`config.mk`:
```
export PLATFORM = sky130hd
export DESIGN_NAME = prog_run_ctrl
export DESIGN_NICKNAME = d
export VERILOG_FILES = /design/src/rtl/cpu_pkg.sv /design/src/rtl/prog_run_ctrl.sv
export SDC_FILE = /design/constraint.sdc
export NUM_CORES = 1
export LEC_CHECK = 0
export ABC_AREA = 0
export BUFFER_PORTS_ARGS = -buffer_cell sky130_fd_sc_hd__buf_2
export CORE_MARGIN = 8
export CORE_UTILIZATION = 49
export CTS_BUF_LIST = sky130_fd_sc_hd__clkbuf_4 sky130_fd_sc_hd__clkbuf_8
export DETAILED_ROUTE_END_ITERATION = 10
export PLACE_DENSITY = 0.86
export SYNTH_ARGS = -nofsm -noshare
export SYNTH_HDL_FRONTEND = slang
export SYNTH_SLANG_ARGS = --single-unit
```
`constraint.sdc`:
```
create_clock -name clk -period 2.4 [get_ports clk]
set_input_delay 0.12 -clock clk [delete_from_list [all_inputs] [get_ports clk]]
set_output_delay 0.12 -clock clk [all_outputs]
set_load 0.01 [all_outputs]
```
`src/rtl/cpu_pkg.sv`:
```
// cpu_pkg: shared run-sequencer state encoding and default run-cycle limit
package cpu_pkg;
  typedef enum logic [2:0] {IDLE, LOAD, HOLD, RUN, DONE, TOUT} run_state_t;
  localparam int unsigned DEF_MAX_CYC = 32'hFFFF;
endpackage

```
`src/rtl/prog_run_ctrl.sv`:
```
// prog_run_ctrl: preloads data_mem from a load stream, holds then releases core reset,
// and counts run cycles until the core reports done or the cycle limit is reached
module prog_run_ctrl
  import cpu_pkg::*;
#(
  parameter int unsigned AW       = 8,
  parameter int unsigned DW       = 8,
  parameter int unsigned HOLD_CYC = 2,
  parameter int unsigned CW       = 16,
  parameter int unsigned MAX_CYC  = DEF_MAX_CYC
) (
  input  logic          clk,
  input  logic          reset,
  input  logic          start,
  input  logic          ld_valid,
  output logic          ld_ready,
  input  logic [AW-1:0] ld_addr,
  input  logic [DW-1:0] ld_data,
  input  logic          ld_last,
  output logic          mem_we,
  output logic [AW-1:0] mem_addr,
  output logic [DW-1:0] mem_wdata,
  output logic          cpu_reset,
  input  logic          cpu_done,
  output logic          busy,
  output logic          finished,
  output logic          timeout,
  output logic [CW-1:0] cycle_cnt
);
  localparam int unsigned HW = $clog2(HOLD_CYC + 1);
  run_state_t state_q, state_d;
  logic [HW-1:0] hold_q, hold_d;
  logic [CW-1:0] cnt_q, cnt_d;
  logic          in_load, acc;
  assign in_load   = state_q == LOAD;
  assign acc       = in_load && ld_valid;
  assign ld_ready  = in_load;
  assign mem_we    = acc;
  assign mem_addr  = in_load ? ld_addr : '0;
  assign mem_wdata = in_load ? ld_data : '0;
  assign cpu_reset = state_q != RUN;
  assign busy      = in_load || state_q == HOLD || state_q == RUN;
  assign finished  = state_q == DONE;
  assign timeout   = state_q == TOUT;
  assign cycle_cnt = cnt_q;
  always_ff @(posedge clk) begin
    if (reset) begin
      state_q <= IDLE;
      hold_q  <= '0;
      cnt_q   <= '0;
    end else begin
      state_q <= state_d;
      hold_q  <= hold_d;
      cnt_q   <= cnt_d;
    end
  end
  // cnt_q==1 marks the first RUN cycle, where done is still masked by the core's reset
  always_comb begin
    state_d = state_q;
    hold_d  = hold_q;
    cnt_d   = cnt_q;
    case (state_q)
      IDLE, DONE, TOUT: if (start) begin
        state_d = LOAD;
        cnt_d   = '0;
      end
      LOAD: if (acc && ld_last) begin
        state_d = HOLD;
        hold_d  = HW'(HOLD_CYC - 1);
      end
      HOLD: if (hold_q == '0) begin
        state_d = RUN;
        cnt_d   = CW'(1);
      end else hold_d = hold_q - HW'(1);
      RUN: if (cpu_done && cnt_q != CW'(1)) state_d = DONE;
        else if (cnt_q == CW'(MAX_CYC)) state_d = TOUT;
        else cnt_d = cnt_q + CW'(1);
      default: state_d = IDLE;
    endcase
  end
endmodule

```
# After elaboration in Yosys (flattened, before gate mapping)
# Cells that the tools add are included.
# word_totals
ff_bits,21
input_bits,22
# op_classes
add_sub_neg,2
n_mux,16
eq_ne,15
reduce_logical,13
# ops
cell,n
16-bit two-way mux,4
16-bit one-hot mux with 3 select lines,1
16-bit by 1-bit adder with 16-bit output (second input constant),1
16-bit equality test (second input constant),1
8-bit two-way mux,2
16-bit by 1-bit inequality test with 1-bit output (second input constant),1
3-bit two-way mux,5
3-bit one-hot mux with 4 select lines,1
2-bit inequality test (second input constant),4
3-bit by 2-bit equality test with 1-bit output (second input constant),2
3-bit equality test (second input constant),2
5-bit AND reduction,1
2-bit two-way mux,2
2-bit by 1-bit inequality test with 1-bit output (second input constant),2
2-bit one-hot mux with 2 select lines,1
4-bit AND reduction,1
3-bit by 1-bit equality test with 1-bit output (second input constant),1
1-bit logical AND,3
3-bit logical NOT,1
3-bit by 1-bit inequality test with 1-bit output (second input constant),1
3-bit by 2-bit inequality test with 1-bit output (second input constant),1
3-bit AND reduction,1
3-bit nonzero test,1
3-bit OR reduction,1
4 further kinds,5

# Logic depth before layout (Yosys ltp)
# depth
ltp_word,5
mapped_depth,8

# Least setup slack after synthesis
# No wires, ideal clock.
# synth_timing
path_type,reg2reg
startpoint,"register cnt_q[0], in the netlist cycle_cnt[0]"
endpoint,"register cnt_q[5], in the netlist cycle_cnt[5]"
setup_time_ns,0.119
setup_slack_ns,0.267
synth_period_minus_slack_ns,2.133
required_ns,2.281
arrival_time_ns,2.014
n_path_buf,1
stages_incl_launch_ff,8
path_cell_list,dfxtp_1 -> ha_1 -> nand3_1 -> or4_1 -> buf_6 -> o221ai_4 -> nor3_1 -> o221a_1
# synth_between
elab_chain_cells,4
# synth_rtl
item,line_no,text
start: declaration,prog_run_ctrl.sv:33,"logic [CW-1:0] cnt_q, cnt_d;"
start signal: assignment,prog_run_ctrl.sv:54,cnt_q <= cnt_d;
16-bit by 1-bit adder with 16-bit output / 16-bit by 1-bit inequality test with 1-bit output (equally long branches),"prog_run_ctrl.sv:77, prog_run_ctrl.sv:75",
16-bit two-way mux / 1-bit logical AND (equally long branches),"prog_run_ctrl.sv:76, prog_run_ctrl.sv:75",
16-bit two-way mux / 2-bit inequality test (equally long branches),--,
16-bit one-hot mux with 3 select lines / 5-bit AND reduction (equally long branches),--,
# Several ways; a longest one is shown, not always the timed one. The select of a mux whose other input is x is not followed.
# A chain may end at the register's enable or synchronous reset.

# Final worst setup path
# layout_timing
startpoint,"register cnt_q[0], in the netlist cycle_cnt[0]"
endpoint,"register cnt_q[3], in the netlist cycle_cnt[3]"
# Same word-level chain as after synthesis.

==> reports/metrics.cfg <==
[outcome]
outcome=finished clean

[clocking]
cts_buffers=3
cts_tree=done
clk_path_buf_depth=2
cts_setup_buffers=0
hold_buffers=0
path_clk_slew_ns=0.12
clkLatencyLatePin_ns=0.31
cts_root_buf=clkbuf_4
cts-htree-levels=1
cts.sinks=21

[global_route]
grt_start_max_net_pins=15
grt_first_pass_wirelength_mm=7.04
grt-ovfl-total=0
grtUsageTotal=0.167
use_met1=0.172
grt_antenna_before_repair=0
grt_pass1_vias=1592
use_met3=0.0787
busiest_layer=met2
use_met2=0.303

[floorplanning]
dieArea_um2=4820
core_um2=2730
initial_core_util=0.512
pin_count=60
die_w_um=69.5
die_h_um=69.5
rows=19

[detailed_routing]
routed-via-count=1639
routedWlPerCell_um=15.7
drc=0
drt_iter0_markers=163
ant_nets=0
firstDrtPassIters=4
drt_wl_total_mm=4.36
viasPerCell=5.90

[sta]
final.period_utilization=0.936
fmax_mhz=445
skew_ns=0.000907
max_slew_margin=0.623
whs_ns=0.109
setup_viol=0
slew_viol_final=0
worst-slew-pin-transition_ns=0.561
setup_ws_ns=0.155
period_minus_slack_ns=2.25
hold_viol=0
final.setup.tns_ns=0
rsz0062_at_grt=false

[setup_path]
reg2reg_to=cycle_cnt[3]$_SDFFE_PP0P_
cp_slowest_stage_delay_ns=0.68
crit_required_ns=2.62
startpoint_type=flip-flop
cp_cell_sequence=ha_1, nand3_1, or4_1, a32oi_2, o21ai_0, o31ai_1
path_class=flip-flop to flip-flop
r2r_start=cycle_cnt[0]$_SDFFE_PP0P_
critical_path_arrival_ns=2.47
reg2reg_depth=6
cp_slowest_cell=or4_1
cp_max_fo=7
worst-r2r-setup-slack_ns=0.15
endpoint_kind=flip-flop

[place]
place_congestion=0.925
dp_hpwl_mm=3.45
io_buffers=59
place_ws_ns=0.181

[logic_synthesis]
synth-edff-count=0
synthCells=186
synthXorXnorAreaFrac=0
ys_seq_area_frac=0.300
syn_nets=211
netlist-cell-type-count=40
synth_ff_type=dfxtp_1
ys_warn_count=0
async_flop_share=0
ys_ff_latch=21
avgSynthCellArea_um2=7.53
synth_top_family_by_area=simple AND/OR/NAND/NOR gates
synthAdderAreaFrac=0.0268
synth.mux.area_fraction=0.00715
synth_compound_area_frac=0.232
synth_area_um2=1400
yosys.area_share.simple=0.383

[final_layout]
final_nets=273
fillerInstances=238
antenna-diode-count=0
syn_to_final_growth_pct=26.8
drive_gt1_frac=0.304
multi_input_area_um2=916
layout.area.seq_um2=420

[min_path]
hp-start=reset
hold_path_class=primary input to flip-flop
min_path_cells=2
hold_end=cycle_cnt[6]$_SDFFE_PP0P_

[pwr]
vdd_ir_drop_max_mv=0.399
p_per_area_nw_per_um2=403
p_leak_nw=0.800
total_power_mw=0.715

[run]
maxCapViolCount=0

## layout make-up
type	instances	share of cell area
Clock buffer	4	0.0169
Sequential cell	21	0.237
Multi-Input combinational cell	149	0.516
Inverter	8	0.0169
Tap cell	31	0.0218
Timing Repair Buffer	65	0.192
## how the worst max path moves through the flow
stage,startpoint,endpoint,slack (ns),depth (start not counted)
finish,cycle_cnt[0]$_SDFFE_PP0P_,cycle_cnt[3]$_SDFFE_PP0P_,0.15,6
global route,cycle_cnt[0]$_SDFFE_PP0P_,cycle_cnt[4]$_SDFFE_PP0P_,0.05,6
CTS,cycle_cnt[0]$_SDFFE_PP0P_,cycle_cnt[15]$_SDFFE_PP0P_,0.15,6
detailed placement,cycle_cnt[0]$_SDFFE_PP0P_,cycle_cnt[15]$_SDFFE_PP0P_,0.18,6
global placement,cycle_cnt[0]$_SDFFE_PP0P_,cycle_cnt[3]$_SDFFE_PP0P_,0.29,6
floorplan,cycle_cnt[0]$_SDFFE_PP0P_,cycle_cnt[5]$_SDFFE_PP0P_,0.27,7
## layout by cell type (no fill, tap or decap), drive strengths merged, types with 6 or more instances in the layout
cell   instances
and2          18
nand2         22
o31ai          6
nand3         11
dfxtp         21
o21ai         13
nor2          14
inv            8
buf           65
a21oi          9
## layer usage
metal  wire length, µm  vias up
li1                  -      798
met1              1750      755
met2              2130       84
met3               469        2
met4                 8        0
met5                 0        -
## state kept, by name (all words and copies together), names as in the netlist
| register | count |
|---|---|
| hold_q | 2 |
| cycle_cnt | 16 |
| state_q | 3 |
## worst max-delay path: cells and delay by family (launching register included)
| family | cells | cell delay [ns] |
|---|---|---|
| simple gates | 2 | 0.78 |
| fa+ha+maj | 1 | 0.23 |
| flops | 1 | 0.47 |
| compound gates | 3 | 0.69 |
## metrics by stage
| stage | util | instance area [µm²] | std cells |
|---|---|---|---|
| 2_1_floorplan | - | 1400 | 186 |
| 3_3_place_gp | 0.636 | 1740 | 274 |
| 3_5_place_dp | 0.636 | 1740 | 274 |
| 4_1_cts | 0.647 | 1770 | 278 |
| 5_1_grt | 0.649 | 1780 | 278 |
| 6_report | 0.649 | 1780 | 278 |
## report_power, final
group	switching, mW	leakage (nW)	internal (mW)
Sequential	0.00912	0.170	0.355
Combinational	0.0917	0.612	0.0717
Clock	0.111	0.0184	0.0762
## logic make-up after synthesis
logic type / Yosys count
DFF: 21
and+or+nand+nor: 100
adders and majority gates: 3
buffers and inverters: 16
muxes: 1
AOI/OAI and AO/OA: 45
## synth_stat cells, types with 2 or more instances
| master | number | area [µm²] |
|---|---|---|
| dfxtp_1 | 21 | 420 |
| and4_1 | 2 | 17.5 |
| nand3_1 | 11 | 55.1 |
| a211o_1 | 2 | 17.5 |
| clkbuf_1 | 5 | 18.8 |
| a31oi_1 | 4 | 25.0 |
| inv_1 | 8 | 30.0 |
| or3_1 | 4 | 25.0 |
| ha_1 | 3 | 37.5 |
| o31ai_1 | 6 | 45.0 |
| and2_1 | 18 | 113 |
| and3_1 | 4 | 25.0 |
| nand2_1 | 22 | 82.6 |
| o21ai_0 | 13 | 65.1 |
| buf_2 | 2 | 10.0 |
| nor3b_1 | 3 | 22.5 |
| nor2_1 | 14 | 52.6 |
| nor4_1 | 3 | 18.8 |
| nand2b_1 | 5 | 31.3 |
| nor3_1 | 5 | 25.0 |
| nand4_1 | 4 | 25.0 |
| a21oi_1 | 9 | 45.0 |
## what timing repair did
| item | in CTS | in global routing |
|---|---|---|
| endpoints found under the setup margin | 0 | 1 |
| endpoints found under the hold margin | 0 | 0 |
| gates resized for setup | 0 | 2 |
Note: power is estimated with default switching activity, not from simulation.
